$ cat config.mk
export PLATFORM = sky130hd
export DESIGN_NAME = tx_stop_ser
export DESIGN_NICKNAME = d
export VERILOG_FILES = /design/src/rtl/tx_stop_ser_pkg.sv /design/src/rtl/tx_stop_ser_bit_timer.sv /design/src/rtl/tx_stop_ser.sv
export SDC_FILE = /design/constraint.sdc
export NUM_CORES = 1
export LEC_CHECK = 0
export CORE_MARGIN = 10
export CORE_UTILIZATION = 45
export DETAILED_ROUTE_END_ITERATION = 8
export PLACE_DENSITY = 0.73
export SYNTH_ARGS = -nofsm -noshare
export SYNTH_HDL_FRONTEND = slang
export SYNTH_HIERARCHICAL = 1
export SYNTH_SLANG_ARGS = --single-unit
export TNS_END_PERCENT = 50
$ cat constraint.sdc
create_clock -name clk -period 2.9 [get_ports clk]
set_input_delay 0.58 -clock clk [delete_from_list [all_inputs] [get_ports clk]]
set_output_delay 0.58 -clock clk [all_outputs]
set_load 0.01 [all_outputs]
$ cat src/rtl/tx_stop_ser_pkg.sv
// Shared link constants for the comma-aligned serial link.
// Used by both the transmitter and the receiver so comma patterns match.
package tx_stop_ser_pkg;

    localparam int SYM_W   = 10;
    localparam int BIT_DIV = 4;

    localparam logic [SYM_W-1:0] COMMA_A = 10'b1010000011;
    localparam logic [SYM_W-1:0] COMMA_B = 10'b0101111100;

    typedef enum logic [1:0] {
        ST_IDLE,
        ST_SYNC,
        ST_DATA
    } tx_state_e;

    // Fill symbols alternate B, A, B, ... starting from gap count 0.
    function automatic logic [SYM_W-1:0] fill_sym(input logic [3:0] gap);
        return gap[0] ? COMMA_A : COMMA_B;
    endfunction

endpackage

$ cat src/rtl/tx_stop_ser_bit_timer.sv
// Bit/word timer: counts DIV clocks per bit and 10 bits per word.
// Ports: clk, rst_n, run (counters held at 0 when low), bit_end, word_end.
module tx_bit_timer
    import tx_stop_ser_pkg::*;
#(
    parameter int DIV = BIT_DIV
) (
    input  logic clk,
    input  logic rst_n,
    input  logic run,
    output logic bit_end,
    output logic word_end
);

    localparam int DW = ($clog2(DIV) > 0) ? $clog2(DIV) : 1;

    logic [DW-1:0] div_cnt_q, div_cnt_d;
    logic [3:0]    bit_cnt_q, bit_cnt_d;

    always_comb begin
        bit_end   = run && (div_cnt_q == DW'(DIV - 1));
        word_end  = bit_end && (bit_cnt_q == 4'd9);
        div_cnt_d = div_cnt_q;
        bit_cnt_d = bit_cnt_q;
        if (!run) begin
            div_cnt_d = '0;
            bit_cnt_d = '0;
        end else begin
            div_cnt_d = bit_end ? '0 : div_cnt_q + 1'b1;
            if (word_end) begin
                bit_cnt_d = '0;
            end else if (bit_end) begin
                bit_cnt_d = bit_cnt_q + 4'd1;
            end
        end
    end

    always_ff @(posedge clk or negedge rst_n) begin
        if (!rst_n) begin
            div_cnt_q <= '0;
            bit_cnt_q <= '0;
        end else begin
            div_cnt_q <= div_cnt_d;
            bit_cnt_q <= bit_cnt_d;
        end
    end

endmodule

$ cat src/rtl/tx_stop_ser.sv
// 10-bit LSB-first serializer with comma preamble and comma gap fill.
// Ports: clk, rst_n, din/din_valid/din_ready handshake, sync_req, LVDS, busy.
module tx_stop_ser
    import tx_stop_ser_pkg::*;
#(
    parameter int DIV     = BIT_DIV,
    parameter int GAP_MAX = 2
) (
    input  logic             clk,
    input  logic             rst_n,
    input  logic [SYM_W-1:0] din,
    input  logic             din_valid,
    output logic             din_ready,
    input  logic             sync_req,
    output logic             LVDS,
    output logic             busy
);

    tx_state_e        state_q, state_d;
    logic [SYM_W-1:0] shift_q, shift_d;
    logic [1:0]       sync_idx_q, sync_idx_d;
    logic [3:0]       gap_cnt_q, gap_cnt_d;
    logic             sync_pending_q, sync_pending_d;

    logic run;
    logic bit_end;
    logic word_end;
    logic pend;
    logic go_data;

    assign run = (state_q != ST_IDLE);

    tx_bit_timer #(
        .DIV(DIV)
    ) u_timer (
        .clk     (clk),
        .rst_n   (rst_n),
        .run     (run),
        .bit_end (bit_end),
        .word_end(word_end)
    );

    always_comb begin
        state_d        = state_q;
        shift_d        = shift_q;
        sync_idx_d     = sync_idx_q;
        gap_cnt_d      = gap_cnt_q;
        din_ready      = 1'b0;
        go_data        = 1'b0;
        // A request landing on a word boundary is honoured at that boundary.
        pend           = sync_pending_q | sync_req;
        sync_pending_d = pend;

        if (bit_end) begin
            shift_d = {1'b0, shift_q[SYM_W-1:1]};
        end

        unique case (state_q)
            ST_IDLE: begin
                // Every burst opens with a preamble anyway.
                sync_pending_d = 1'b0;
                shift_d        = '0;
                if (din_valid) begin
                    state_d    = ST_SYNC;
                    shift_d    = COMMA_A;
                    sync_idx_d = 2'd0;
                    gap_cnt_d  = 4'd0;
                end
            end
            ST_SYNC: begin
                if (word_end) begin
                    if (sync_idx_q != 2'd2) begin
                        sync_idx_d = sync_idx_q + 2'd1;
                        shift_d    = (sync_idx_q == 2'd0) ? COMMA_B : COMMA_A;
                    end else begin
                        go_data = 1'b1;
                    end
                end
            end
            ST_DATA: begin
                go_data = word_end;
            end
            default: begin
                state_d = ST_IDLE;
                shift_d = '0;
            end
        endcase

        if (go_data) begin
            state_d = ST_DATA;
            if (pend) begin
                state_d        = ST_SYNC;
                shift_d        = COMMA_A;
                sync_idx_d     = 2'd0;
                sync_pending_d = 1'b0;
                gap_cnt_d      = 4'd0;
            end else if (din_valid) begin
                din_ready = 1'b1;
                shift_d   = din;
                gap_cnt_d = 4'd0;
            end else if (gap_cnt_q < 4'(GAP_MAX)) begin
                shift_d   = fill_sym(gap_cnt_q);
                gap_cnt_d = gap_cnt_q + 4'd1;
            end else begin
                state_d   = ST_IDLE;
                shift_d   = '0;
                gap_cnt_d = 4'd0;
            end
        end
    end

    always_ff @(posedge clk or negedge rst_n) begin
        if (!rst_n) begin
            state_q        <= ST_IDLE;
            shift_q        <= '0;
            sync_idx_q     <= '0;
            gap_cnt_q      <= '0;
            sync_pending_q <= 1'b0;
        end else begin
            state_q        <= state_d;
            shift_q        <= shift_d;
            sync_idx_q     <= sync_idx_d;
            gap_cnt_q      <= gap_cnt_d;
            sync_pending_q <= sync_pending_d;
        end
    end

    assign LVDS = shift_q[0];
    assign busy = (state_q != ST_IDLE);

endmodule

==> flow_metrics.tcl <==
set metrics [dict create \
    status "complete, no violations" \
    diodes 0 \
    antenna_found_initial 0 \
    p_int_w 0.000671 \
    grt_use_total_pct 10.7 \
    path_clk_slew_ps 150 \
    tns_ps 0 \
    min_period_ps 2490 \
    place.gp.congestion 0.789 \
    peakVddDrop_mv 0.351 \
    drt_pass1_iterations 4 \
    cts_buffers 3 \
    hold_class "reg -> reg" \
    drc 0 \
    syn_area_per_cell_um2 10.1 \
    hold_viol 0 \
    maxSlewViolCount 0 \
    grt_overflow 0 \
    fp.coreArea_um2 3390 \
    n_fill_cell 293 \
    p_total_w 0.00105 \
    startpoint_type "register" \
    rr_worst_depth 10 \
    worst-r2r-setup-slack_ps 760 \
    finClkSkew_ps 10.2 \
    post-route-period-util_pct 85.8 \
    ys_ff_latch 25 \
    synth_cell_types 46 \
    io_pins 17 \
    drive_gt1_share_pct 15.0 \
    power_frac_seq_pct 41.6 \
    synth_ff_type "dfrtp_1" \
    grt_pass1_vias 1235 \
    timing.rr.end "shift_q[8]" \
    ys_seq_area_share_pct 38.9 \
    io_buffers 16 \
    netlist_area_um2 1610 \
    die_w_um 79.8 \
    r2r_start "state_q[0]" \
    crit_arrival_ps 1910 \
    drt_wl_total_mm 3.36 \
    setup_viol 0 \
    clock-root-buffer "clkbuf_4" \
    area_growth_pct 15.5 \
    layout.nets 206 \
    clk_path_buf_depth 2 \
    swShare_pct 36.3 \
    crit_fanout 9 \
    rows 21 \
    hold_start "u_timer/div_cnt_q[0]" \
    first_iter_violations 38 \
    clock_sink_count 25 \
    vias 1230 \
    async_flop_share_pct 100 \
    rsz0062_at_grt "no" \
    min_to "u_timer/div_cnt_q[0]" \
    worstMarginPinSlew_ps 559 \
    synthCells 159 \
    htreeDepth 1 \
    combPwrFrac_pct 42.2 \
    syn-num-nets 184 \
    cts_tree "built" \
    die_y_um 79.8 \
    max_slew_margin_pct 62.6 \
    vias_per_cell 5.44 \
    clk_latency_ps 340 \
    drv_cap 0 \
    powerDensity_nw_per_um2 567 \
    cp.required_ps 2320 \
    place.detailed.hpwl_mm 2.52 \
    yosys_warnings 6 \
    ant_nets 0 \
    drt-wirelength-per-cell_um 14.8 \
    die_area_um2 6360 \
    p_leak_nw 0.844 \
    start_util_pct 47.4 \
    synth_edf_count 0 \
    grt_pass1_wl_mm 5.55 \
    grt_max_degree 26 \
    pwr-share-clk_pct 16.2 \
    hold_path_depth 1 \
    end_kind "output pin" \
    crit_type "reg -> out" \
    fmax_mhz 402 \
    p_sw_w 0.000382 \
]
==> registers in the layout (all words and copies together) (netlist names) <==
register / cells
sync_pending_q: 1
u_timer/div_cnt_q: 2
state_q: 2
sync_idx_q: 2
u_timer/bit_cnt_q: 4
gap_cnt_q: 4
shift_q: 10
==> logic make-up after synthesis <==
group	count (synthesis)	share of synthesized area (%)
compound gates	41	17.9
xor+xnor	1	0.545
fa+ha+maj	11	8.56
buf+inv	17	6.46
flops	25	38.9
mux	11	6.93
simple gates	53	20.7
==> area by class of cell <==
cell class	instances	area, um2	area share [%]
clock inverters	1	7.51	0.404
inverters	10	37.5	2.02
repair buffers	24	223	12.0
well taps	46	57.6	3.10
multi-input cells	117	883	47.6
flip-flops and latches	25	626	33.7
clock buffers	3	22.5	1.21
==> synth_stat cells (2+ instances only) <==
library cell	n	area [um2]
a21oi_1	10	50.1
inv_1	10	37.5
nand3b_1	2	15.0
o2bb2ai_1	6	52.6
o21ai_0	6	30.0
o21a_1	3	22.5
mux2i_1	10	100
buf_2	2	10.0
buf_6	3	33.8
nor3_1	2	10.0
o22ai_1	5	31.3
ha_1	11	138
nand2b_1	5	31.3
nand2_1	15	56.3
and3_1	2	12.5
nor2_1	4	15.0
or3b_1	2	17.5
o211ai_1	2	15.0
nor2b_1	6	37.5
nand3_1	2	10.0
dfrtp_1	25	626
and2_1	2	12.5
==> critical path, cell delays in order, from the launching register on <==
cell,delay (ps)
dfrtp_1,420
buf_4,140
ha_2,230
a21o_2,240
and3_4,200
and3_1,160
dlymetal6s2s_1,170
==> stage by stage <==
step / utilization [%] / hold WS (ps) / cells / area, um2 / setup slack [ps]
after floorplan: - / 284 / 159 / 1610 / 614
after global placement: 53.0 / 425 / 219 / 1800 / 385
after detailed placement: 53.0 / 431 / 219 / 1800 / 308
after CTS: 54.7 / 450 / 226 / 1850 / 40.4
after global routing: 54.8 / 476 / 226 / 1860 / 273
final: 54.8 / 449 / 226 / 1860 / 411
==> per-layer routing <==
layer | track usage, % | routed length (um) | up-vias
li1 | - | - | 604
met1 | 12.5 | 1500 | 601
met2 | 17.9 | 1660 | 20
met3 | 2.70 | 141 | 5
met4 | 5.11 | 51 | 0
met5 | 0 | 0 | -
==> how the worst max path moves through the flow <==
| stage | end | startpoint |
|---|---|---|
| global route | din_ready | state_q[0] |
| finish | din_ready | state_q[0] |
| floorplan | din_ready | state_q[0] |
| CTS | din_ready | state_q[0] |
| global placement | din_ready | state_q[0] |
| detailed placement | din_ready | state_q[0] |
==> placed cells by master (no fill, tap or decap), types with 8 or more instances in the layout <==
cell / n
a21oi_1: 10
buf_4: 8
clkdlybuf4s50_1: 15
dfrtp_1: 25
ha_1: 9
inv_1: 10
mux2i_1: 10
nand2_1: 15
==> power groups by stage <==
stage / Clock (W) / Sequential [W] / Combinational, W
final: 0.000171 / 0.000438 / 0.000445
after global routing: 0.000188 / 0.000446 / 0.000492
after CTS: 0.000179 / 0.000437 / 0.000446
after detailed placement: 0 / 0.000448 / 0.000412
after global placement: 0 / 0.000446 / 0.000398
after floorplan: 0 / 0.000445 / 0.000288
==> timing repair <==
| item | 4_1_cts | 5_1_grt |
|---|---|---|
| resized for setup | 2 | 1 |
| pin swaps | 0 | 1 |
| endpoints found under the setup margin | 1 | 1 |
| setup buffers | 3 | 0 |
| hold buffers | 0 | 0 |
No activity file was read; power rests on OpenSTA's default activity.
